`src/rtl/flp_addnorm_if.sv`:
```
// Operand/result handshake bundle for flp_addnorm.
// The slave modport is the block's view; the master modport is the upstream/downstream driver's view.
interface flp_addnorm_if #(
  parameter int EWIDTH = 8,
  parameter int XWIDTH = 24
);
  logic              i_vld;
  logic              o_rdy;
  logic              i_s1;
  logic              i_s2;
  logic [XWIDTH-1:0] i_sg1;
  logic [XWIDTH-1:0] i_sg2;
  logic [EWIDTH-1:0] i_ex;
  logic              o_vld;
  logic              i_rdy;
  logic              o_s;
  logic [XWIDTH-1:0] o_sg;
  logic [EWIDTH-1:0] o_ex;
  logic              o_zero;
  logic              o_of;
  logic              o_uf;

  modport slave (
    input  i_vld, i_s1, i_s2, i_sg1, i_sg2, i_ex, i_rdy,
    output o_rdy, o_vld, o_s, o_sg, o_ex, o_zero, o_of, o_uf
  );

  modport master (
    output i_vld, i_s1, i_s2, i_sg1, i_sg2, i_ex, i_rdy,
    input  o_rdy, o_vld, o_s, o_sg, o_ex, o_zero, o_of, o_uf
  );
endinterface

```
`src/rtl/flp_addnorm.sv`:
```
// Two-stage floating-point significand add/subtract and normalize pipeline.
// Optional macro FLP_ADDNORM_JAM_EN: carry-case right shift ORs the dropped bit into the LSB.
module flp_addnorm #(
  parameter int EWIDTH = 8,
  parameter int XWIDTH = 24
) (
  input logic          clk,
  input logic          nrst,
  flp_addnorm_if.slave bus
);

  typedef struct packed {
    logic [XWIDTH-1:0] sg;
    logic [EWIDTH-1:0] ex;
    logic              zero;
    logic              of;
    logic              uf;
  } norm_t;

  function automatic logic [XWIDTH+1:0] addsub(input logic s1, input logic [XWIDTH-1:0] a,
                                               input logic s2, input logic [XWIDTH-1:0] b);
    logic            sgn;
    logic [XWIDTH:0] sum;
    if (s1 == s2) begin
      sum = {1'b0, a} + {1'b0, b};
      sgn = s1;
    end else if (a >= b) begin
      sum = {1'b0, a - b};
      sgn = (a == b) ? 1'b0 : s1;
    end else begin
      sum = {1'b0, b - a};
      sgn = s2;
    end
    return {sgn, sum};
  endfunction

  function automatic int lzc(input logic [XWIDTH-1:0] v);
    int n;
    n = XWIDTH;
    for (int i = 0; i < XWIDTH; i++) begin
      if (v[i]) n = XWIDTH - 1 - i;
    end
    return n;
  endfunction

  function automatic norm_t normalize(input logic [XWIDTH:0] sum, input logic [EWIDTH-1:0] ex);
    norm_t           r;
    logic [EWIDTH:0] exi;
    logic            jam;
    int              l;
    r   = '0;
    exi = '0;
    l   = 0;
`ifdef FLP_ADDNORM_JAM_EN
    jam = sum[0];
`else
    jam = 1'b0;
`endif
    if (sum[XWIDTH]) begin
      exi  = {1'b0, ex} + (EWIDTH+1)'(1);
      r.sg = sum[XWIDTH:1] | {{(XWIDTH-1){1'b0}}, jam};
      // Reaching the all-ones exponent saturates and flags overflow.
      if (exi >= {1'b0, {EWIDTH{1'b1}}}) begin
        r.ex = '1;
        r.of = 1'b1;
      end else begin
        r.ex = exi[EWIDTH-1:0];
      end
    end else if (sum == '0) begin
      r.zero = 1'b1;
    end else begin
      l = lzc(sum[XWIDTH-1:0]);
      if (l <= int'(ex)) begin
        r.sg = sum[XWIDTH-1:0] << l;
        r.ex = ex - EWIDTH'(l);
      end else begin
        r.sg = sum[XWIDTH-1:0] << ex;
        r.uf = 1'b1;
      end
    end
    return r;
  endfunction

  logic              vld_p1;
  logic              s_p1;
  logic [XWIDTH:0]   sum_p1;
  logic [EWIDTH-1:0] ex_p1;

  logic              vld_p2;
  logic              s_p2;
  logic [XWIDTH-1:0] sg_p2;
  logic [EWIDTH-1:0] ex_p2;
  logic              zero_p2;
  logic              of_p2;
  logic              uf_p2;

  logic  ld_p2;
  logic  rdy;
  norm_t nrm;

  assign ld_p2 = vld_p1 && (!vld_p2 || bus.i_rdy);
  assign rdy   = nrst && (!vld_p1 || ld_p2);
  assign nrm   = normalize(sum_p1, ex_p1);

  // Stage 1: add/subtract magnitudes
  always_ff @(posedge clk or negedge nrst) begin
    if (!nrst) begin
      vld_p1 <= 1'b0;
    end else if (rdy) begin
      vld_p1 <= bus.i_vld;
    end
  end

  always_ff @(posedge clk) begin
    if (rdy && bus.i_vld) begin
      {s_p1, sum_p1} <= addsub(bus.i_s1, bus.i_sg1, bus.i_s2, bus.i_sg2);
      ex_p1          <= bus.i_ex;
    end
  end

  // Stage 2: normalize into the output registers
  always_ff @(posedge clk or negedge nrst) begin
    if (!nrst) begin
      vld_p2  <= 1'b0;
      s_p2    <= 1'b0;
      sg_p2   <= '0;
      ex_p2   <= '0;
      zero_p2 <= 1'b0;
      of_p2   <= 1'b0;
      uf_p2   <= 1'b0;
    end else if (ld_p2) begin
      vld_p2  <= 1'b1;
      s_p2    <= s_p1;
      sg_p2   <= nrm.sg;
      ex_p2   <= nrm.ex;
      zero_p2 <= nrm.zero;
      of_p2   <= nrm.of;
      uf_p2   <= nrm.uf;
    end else if (bus.i_rdy) begin
      vld_p2  <= 1'b0;
    end
  end

  assign bus.o_rdy  = rdy;
  assign bus.o_vld  = vld_p2;
  assign bus.o_s    = s_p2;
  assign bus.o_sg   = sg_p2;
  assign bus.o_ex   = ex_p2;
  assign bus.o_zero = zero_p2;
  assign bus.o_of   = of_p2;
  assign bus.o_uf   = uf_p2;

endmodule

```
`src/flat_wrapper.sv`:
```
// flat-port wrapper written by rule: the top's interface ports become plain ports
module flp_addnorm_flat 
#(
  parameter int EWIDTH = 8,
  parameter int XWIDTH = 24
)
  (clk, nrst, bus_i_vld, bus_i_s1, bus_i_s2, bus_i_sg1, bus_i_sg2, bus_i_ex, bus_i_rdy, bus_o_rdy, bus_o_vld, bus_o_s, bus_o_sg, bus_o_ex, bus_o_zero, bus_o_of, bus_o_uf);
  flp_addnorm_if #(.EWIDTH(EWIDTH), .XWIDTH(XWIDTH)) bus_i ();
  input logic clk;
  input logic nrst;
  input wire logic [$bits(bus_i.i_vld)-1:0] bus_i_vld;
  input wire logic [$bits(bus_i.i_s1)-1:0] bus_i_s1;
  input wire logic [$bits(bus_i.i_s2)-1:0] bus_i_s2;
  input wire logic [$bits(bus_i.i_sg1)-1:0] bus_i_sg1;
  input wire logic [$bits(bus_i.i_sg2)-1:0] bus_i_sg2;
  input wire logic [$bits(bus_i.i_ex)-1:0] bus_i_ex;
  input wire logic [$bits(bus_i.i_rdy)-1:0] bus_i_rdy;
  output wire logic [$bits(bus_i.o_rdy)-1:0] bus_o_rdy;
  output wire logic [$bits(bus_i.o_vld)-1:0] bus_o_vld;
  output wire logic [$bits(bus_i.o_s)-1:0] bus_o_s;
  output wire logic [$bits(bus_i.o_sg)-1:0] bus_o_sg;
  output wire logic [$bits(bus_i.o_ex)-1:0] bus_o_ex;
  output wire logic [$bits(bus_i.o_zero)-1:0] bus_o_zero;
  output wire logic [$bits(bus_i.o_of)-1:0] bus_o_of;
  output wire logic [$bits(bus_i.o_uf)-1:0] bus_o_uf;
  assign bus_i.i_vld = bus_i_vld;
  assign bus_i.i_s1 = bus_i_s1;
  assign bus_i.i_s2 = bus_i_s2;
  assign bus_i.i_sg1 = bus_i_sg1;
  assign bus_i.i_sg2 = bus_i_sg2;
  assign bus_i.i_ex = bus_i_ex;
  assign bus_i.i_rdy = bus_i_rdy;
  assign bus_o_rdy = bus_i.o_rdy;
  assign bus_o_vld = bus_i.o_vld;
  assign bus_o_s = bus_i.o_s;
  assign bus_o_sg = bus_i.o_sg;
  assign bus_o_ex = bus_i.o_ex;
  assign bus_o_zero = bus_i.o_zero;
  assign bus_o_of = bus_i.o_of;
  assign bus_o_uf = bus_i.o_uf;
  flp_addnorm #(.EWIDTH(EWIDTH), .XWIDTH(XWIDTH)) u_core (.clk(clk), .nrst(nrst), .bus(bus_i));
endmodule
```
`config.mk`:
```
export PLATFORM = sky130hd
export DESIGN_NAME = flp_addnorm_flat
export DESIGN_NICKNAME = d
export VERILOG_FILES = /design/src/rtl/flp_addnorm_if.sv /design/src/rtl/flp_addnorm.sv /design/src/flat_wrapper.sv
export SDC_FILE = /design/constraint.sdc
export NUM_CORES = 1
export LEC_CHECK = 0
export ABC_AREA = 1
export CAP_MARGIN = 20
export CORE_MARGIN = 3
export CORE_UTILIZATION = 52
export DETAILED_ROUTE_END_ITERATION = 8
export GPL_ROUTABILITY_DRIVEN = 0
export PLACE_DENSITY_LB_ADDON = 0.05
export RECOVER_POWER = 25
export SLEW_MARGIN = 20
export SYNTH_ARGS = -nofsm -noshare
export SYNTH_HDL_FRONTEND = slang
export SYNTH_SLANG_ARGS = --single-unit
```
`constraint.sdc`:
```
create_clock -name clk -period 3.9 [get_ports clk]
set_clock_uncertainty 0.1 [all_clocks]
set_input_delay 0.78 -clock clk [delete_from_list [all_inputs] [get_ports clk]]
set_output_delay 0.78 -clock clk [all_outputs]
set_load 0.05 [all_outputs]
```
# ---- Yosys cells after proc, flatten, opt, wreduce, memory -nomap -nowiden
# Cells that the tools add are included.
dict set report word_totals {
  reg_bits 72
  out_inout_bits 38
  input_bits 62
  elab_cells 77
}
dict set report op_classes {
  n_reduce_logical 9
  n_lt_le_gt_ge 3
  n_addsub 5
  n_eq_ne 2
  n_mux 45
  shift 2
}
# operator count
set ops {}
lappend ops {{32-bit 2-to-1 mux} 4}
lappend ops {{5-bit 2-to-1 mux} 16}
lappend ops {{24-bit 2-to-1 mux} 2}
lappend ops {{24-bit subtractor} 2}
lappend ops {{32-bit by 9-bit less-or-equal comparator with 1-bit output} 1}
lappend ops {{4-bit 2-to-1 mux} 8}
lappend ops {{24-bit by 32-bit left shift with 24-bit output} 1}
lappend ops {{24-bit by 24-bit adder with 25-bit output} 1}
lappend ops {{25-bit zero test} 1}
lappend ops {{25-bit 2-to-1 mux} 1}
lappend ops {{24-bit equality test} 1}
lappend ops {{24-bit >= comparator} 1}
lappend ops {{24-bit by 8-bit left shift with 24-bit output} 1}
lappend ops {{8-bit 2-to-1 mux} 2}
lappend ops {{1-bit 2-to-1 mux} 12}
lappend ops {{8-bit by 1-bit adder with 9-bit output (second input constant)} 1}
lappend ops {{9-bit by 8-bit >= comparator with 1-bit output (second input constant)} 1}
lappend ops {{8-bit subtractor} 1}
lappend ops {{1-bit logical AND} 3}
lappend ops {{1-bit zero test} 2}
lappend ops {{1-bit logical OR} 2}
lappend ops {{2-bit nonzero test} 1}
lappend ops {{1-bit equality test} 1}

# ---- Depth between registers and ports, before layout
# Gate-level depths: netlist of the first run.
dict set report logic_depth {
  ltp_word 30
  depth_mapped 43
  ltp_nobuf 42
}

# ---- Worst setup path after synthesis of the first run
# OpenSTA, ideal clock, no wires.
dict set report synth_timing {
  path_kind {register to register}
  startpoint {register u_core.sum_p1[1]}
  endpoint {register u_core.sg_p2[10] (netlist: u_core.bus.o_sg[10])}
  path_stages_with_launch 38
  arrival_ps 3426
  setup_ps 87
  n_path_buf 1
  synth_period_minus_slack_ps 3612
  required_time_ps 3713
  path_slack_ps 288
  cell_sequence {edfxtp_1 inv_2 nand2_1 nand2_1 nand2_1 nand2_1 nand2_1 nand2_1 nand2_1 nand2_1 nand2_1 nand2_1 nand2_1 nand2_1 nand2_1 nand2_1 nand2_1 nand2_1 [2 not listed] nand2_1 nand2_1 nand2_1 nand2_2 nand2_1 ha_1 nor2_1 a211oi_1 o32ai_1 nand3_1 buf_2 nand2_1 o21ai_1 nor2_1 clkinv_1 a21oi_1 nand2_1 o211ai_1}
}
dict set report synth_via {
  elab_chain_len 29
  elab_cells_between_ends 32
  cone_classes {order compare: 1; shift: 2; mux: 28; reduce/logical: 1}
}
# element line
set synth_rtl {}
lappend synth_rtl {{from (decl)} flp_addnorm.sv:86} ;# logic [XWIDTH:0] sum_p1;
lappend synth_rtl {{from (signal assigned)} flp_addnorm.sv:116} ;# {s_p1, sum_p1} <= addsub(bus.i_s1, bus.i_sg1, bus.i_s2, bus.i_sg2);
lappend synth_rtl {{4-bit 2-to-1 mux (7 in series)} flp_addnorm.sv:41} ;# if (v[i]) n = XWIDTH - 1 - i;
lappend synth_rtl {{5-bit 2-to-1 mux (16 in series)} flp_addnorm.sv:41}
lappend synth_rtl {{32-bit 2-to-1 mux} flp_addnorm.sv:69} ;# end else if (sum == '0) begin
lappend synth_rtl {{32-bit 2-to-1 mux} flp_addnorm.sv:59} ;# if (sum[XWIDTH]) begin
lappend synth_rtl {{32-bit by 9-bit less-or-equal comparator with 1-bit output or 24-bit by 32-bit left shift with 24-bit output (tied branches)} {flp_addnorm.sv:73, flp_addnorm.sv:74}}
lappend synth_rtl {{24-bit 2-to-1 mux} flp_addnorm.sv:73} ;# if (l <= int'(ex)) begin
lappend synth_rtl {{32-bit 2-to-1 mux *} flp_addnorm.sv:69}
lappend synth_rtl {{32-bit 2-to-1 mux *} flp_addnorm.sv:59}
lappend synth_rtl {{to (signal assigned)} flp_addnorm.sv:134} ;# sg_p2 <= nrm.sg;
lappend synth_rtl {{to (decl)} flp_addnorm.sv:91} ;# logic [XWIDTH-1:0] sg_p2;
# Mark *: on every way between the ends. The rest lies on a longest branch, timed or not. The select of a mux whose other input is x is not followed.
# A chain may end at the register's enable or synchronous reset.

# ---- Worst setup path in the final report of the first run
dict set report layout_timing {
  startpoint {register u_core.sum_p1[7]}
  endpoint {register u_core.sg_p2[17] (netlist: u_core.bus.o_sg[17])}
}
dict set report layout_via {
  elab_chain_len 23
  elab_cells_between_ends 26
  cone_classes {order compare: 1; shift: 2; mux: 22; reduce/logical: 1}
}
# element line
set layout_rtl {}
lappend layout_rtl {{4-bit 2-to-1 mux} flp_addnorm.sv:41}
lappend layout_rtl {{5-bit 2-to-1 mux (16 in series)} flp_addnorm.sv:41}
lappend layout_rtl {{32-bit 2-to-1 mux} flp_addnorm.sv:69}
lappend layout_rtl {{32-bit 2-to-1 mux} flp_addnorm.sv:59}
lappend layout_rtl {{32-bit by 9-bit less-or-equal comparator with 1-bit output or 24-bit by 32-bit left shift with 24-bit output (tied branches)} {flp_addnorm.sv:73, flp_addnorm.sv:74}}
lappend layout_rtl {{24-bit 2-to-1 mux} flp_addnorm.sv:73}
lappend layout_rtl {{32-bit 2-to-1 mux *} flp_addnorm.sv:69}
lappend layout_rtl {{32-bit 2-to-1 mux *} flp_addnorm.sv:59}
# Marks and branches as above.

==> results of run 1 <==
[layout by cell type, fill, tap and decap left out, types with 29 or more instances in the layout]
master           instances
nand2_1                290
buf_4                  174
inv_1                  163
clkdlybuf4s50_1         89
nand3_1                 80
nor2_1                  72
ha_1                    71
a21oi_1                 67
o21ai_0                 63
dfrtp_1                 38
edfxtp_1                34
xor2_1                  29
[sequential cells by signal, indices dropped and copies added, names as in the netlist, 8 cells and up]
register and count:
u_core.sum_p1 25, u_core.bus.o_sg 24, u_core.bus.o_ex 8, u_core.ex_p1 8
[final timing paths]
kind,start,endpoint,slack (ns),cells past startpoint
setup reg to reg,u_core.sum_p1[7],u_core.bus.o_sg[17],-0.09,24
hold reg to reg,u_core.s_p1,u_core.bus.o_s,0.38,2
hold / removal,u_core.s_p1,u_core.bus.o_s,0.38,2
setup / recovery,u_core.sum_p1[7],u_core.bus.o_sg[17],-0.09,24
min in group asynchronous,nrst,u_core.bus.o_ex[4],1.12,2
max in group asynchronous,nrst,u_core.bus.o_sg[5],1.43,2
[cell usage after synthesis (all sizes together) (2+ instances only)]
| cell type | n |
|---|---|
| o21a | 10 |
| nor2 | 81 |
| nor3 | 8 |
| a21oi | 81 |
| clkbuf | 17 |
| o311ai | 5 |
| o21bai | 7 |
| ha | 83 |
| edfxtp | 34 |
| fa | 4 |
| dfrtp | 38 |
| nor4 | 4 |
| o211ai | 20 |
| o31ai | 2 |
| buf | 31 |
| o32ai | 2 |
| o22ai | 3 |
| o221ai | 9 |
| a31oi | 4 |
| nand2 | 317 |
| a221o | 2 |
| or2 | 3 |
| a21boi | 4 |
| o21ai | 99 |
| o2111ai | 5 |
| nand4 | 5 |
| a311oi | 2 |
| nand3 | 100 |
| clkinv | 2 |
| xor2 | 29 |
| inv | 176 |
| mux2i | 3 |
| a211oi | 5 |
[metal layers]
metal | GRT usage, % | part of all wire [%]
met5 | 0 | 0
met4 | 9.45 | 2.7
met3 | 2.99 | 6.0
met2 | 46.7 | 49
met1 | 34.6 | 42
[report_power, final]
group / total, mW / internal [mW] / switching, mW
logic: 2.34 / 0.918 / 1.42
registers: 1.08 / 0.979 / 0.100
clock network: 0.950 / 0.625 / 0.325
[worst max-delay path: cells and delay by family (launching register included)]
kind | cells | cell delay [ns]
adders and majority gates | 1 | 0.27
buffers and inverters | 3 | 0.38
AOI/OAI and AO/OA | 6 | 0.88
DFF | 1 | 0.42
and+or+nand+nor | 14 | 1.81
[area by class of cell]
type	instances	area share, %
multi-input combinational	907	49.8
timing repair buffer	286	21.9
sequential	72	17.1
inverter	178	5.83
tap	211	2.30
clock buffer	9	1.96
clock inverter	7	1.04
[through the flow]
stage	area [sq um]	utilization, %	hold WS, ns	setup TNS, ns
final	11500	75.4	0.377	-0.153
after global routing	11500	75.4	0.402	-6.35
after CTS	10900	71.3	0.375	0
after detailed placement	10500	68.5	0.349	-4.97
after global placement	10500	68.5	0.334	-3.44
after floorplan	8150	-	0.326	0
[what timing repair did]
| item | CTS | global route |
|---|---|---|
| setup endpoints to repair | 14 | 34 |
| gates cloned | 0 | 2 |
| pin swaps | 5 | 44 |
| hold buffers | 0 | 0 |
| endpoints found under the hold margin | 0 | 0 |
| gates resized for setup | 16 | 116 |
| setup buffers | 4 | 15 |
[cells by family after synthesis]
logic type               synth area share [%]
adder cells (fa/ha/maj)                  13.7
flip-flops                               24.2
AO/OA/AOI/OAI                            20.2
buffers and inverters                    11.4
AND/OR/NAND/NOR                          26.8
XOR/XNOR                                 3.22
multiplexers                            0.369
==> flow_summary.toml, run 1 <==
[floorplanning]
ioPinCount = 100
coreArea_sq_mm = 0.0153
rows = 45
die_h_um = 131
die-area_sq_mm = 0.0172
fp.dieW_um = 131
initial_core_util_pct = 53.4

[timing]
drv_slew = 39
hold_viol_final = 0
period_needed_ns = 3.99
finalSetupViolCount = 6
worst_slack_ns = -0.0931
final.period_utilization_pct = 102
max_freq_ghz = 0.250
max-slew-margin-rel_pct = -33.2
rsz0062_at_grt = "true"
worst_slew_pin_slew_ns = 2.00

[global_routing]
grt_util_all_layers_pct = 26.8
grt_max_degree = 40
grt_pass1_vias = 8389
grt_antenna_before_repair = 0
grt.overflow.total = 0
grt_pass1_wl_um = 39000

[synthesis]
avgSynthCellArea_sq_um = 6.76
synthTopCellsByArea = "nand2_1, ha_1, edfxtp_1"
synth_cells = 1205
ys.flop_type = "dfrtp_1"
synth_edf_count = 34
synth_area_sq_mm = 0.00815
synth_top_cell_area_share_pct = 14.3
synth-seq-area-share_pct = 24.2
syn_nets = 1354
synth_largest_area_cell = "nand2_1"
ys_ff_latch = 72
ys_async_sr_fraction_pct = 52.8
ys_types = 61
synth_warnings = 0

[setup_path]
crit_required_ns = 4.03
cpMostUsedCell = "nand2_1"
crit_path_max_incr_delay_ns = 0.48
end_kind = "register"
arrival_ns = 4.13
startpoint_type = "register"
path_cells = "nor4_1 > a21oi_1 > o21bai_1 > nand3_1 > inv_1 > ha_1 > nand2_1 > nor2_4 > a211oi_2 > o32ai_2 > nand3_2 > buf_6 > nand3_4 > nand2_8 > buf_6 > nand2_2 > o21ai_1 > o21ai_1 > nand2_1 > nand3_1 > nand2_1 > nand2_1 > nand2_1 > nand2_1"
critPathKind = "reg -> reg"
critical_path.slowest_cell = "nor4_1"
worstPathMaxFanout = 8

[drt]
drt_iter0_drc = 847
vias = 9166
ant_nets = 0
routed_wl_um = 25000
routed_via_density = 5.49
avgRoutedWirePerCell_um = 15.0
drc = 0
drt-pass1-iter-count = 5

[clocking]
clock_sinks = 72
cts_buffers = 9
cts.path.max_buffers = 2
h-tree-depth = 3
clk_latency_ns = 0.35
root_buffer = "clkbuf_16"
cts_tree = "built"
clk_pin_slew_ns = 0.06

[placed_design]
numPortBuffers = 99
place_inst = 1633
dpl_worst_slack_ns = -0.463
dp_hpwl_um = 19200

[layout]
layoutNonFillerInstCount = 1670
drive_gt1_share_pct = 22.6
nets = 1603
area_growth_pct = 41.1
nFillCells = 1197
diodes = 0
multi_input_area_sq_mm = 0.00572
seqCellArea_sq_mm = 0.00197

[run_status]
status = "finished with violations"
violations = "capacitance limit, slew limit, setup timing"

[pwr]
p_leak_nw = 5.66
cellPowerDensity_mw_per_mm2 = 380
irDropWorstVdd_mv = 0.233
total_power_mw = 4.37

[run]
drv_cap = 1

[min_path]
hold_path_class = "reg -> reg"
Power figures use the tool's default switching activity.
==> run 2, diff against run 1 <==
--- a/config.mk
+++ b/config.mk
@@ -6,7 +6,6 @@
 export NUM_CORES = 1
 export LEC_CHECK = 0
 export ABC_AREA = 1
-export CAP_MARGIN = 20
 export CORE_MARGIN = 3
 export CORE_UTILIZATION = 52
 export DETAILED_ROUTE_END_ITERATION = 8
==> results of run 2 <==
The final DEF is identical to that of run 1; final timing and power are the same.
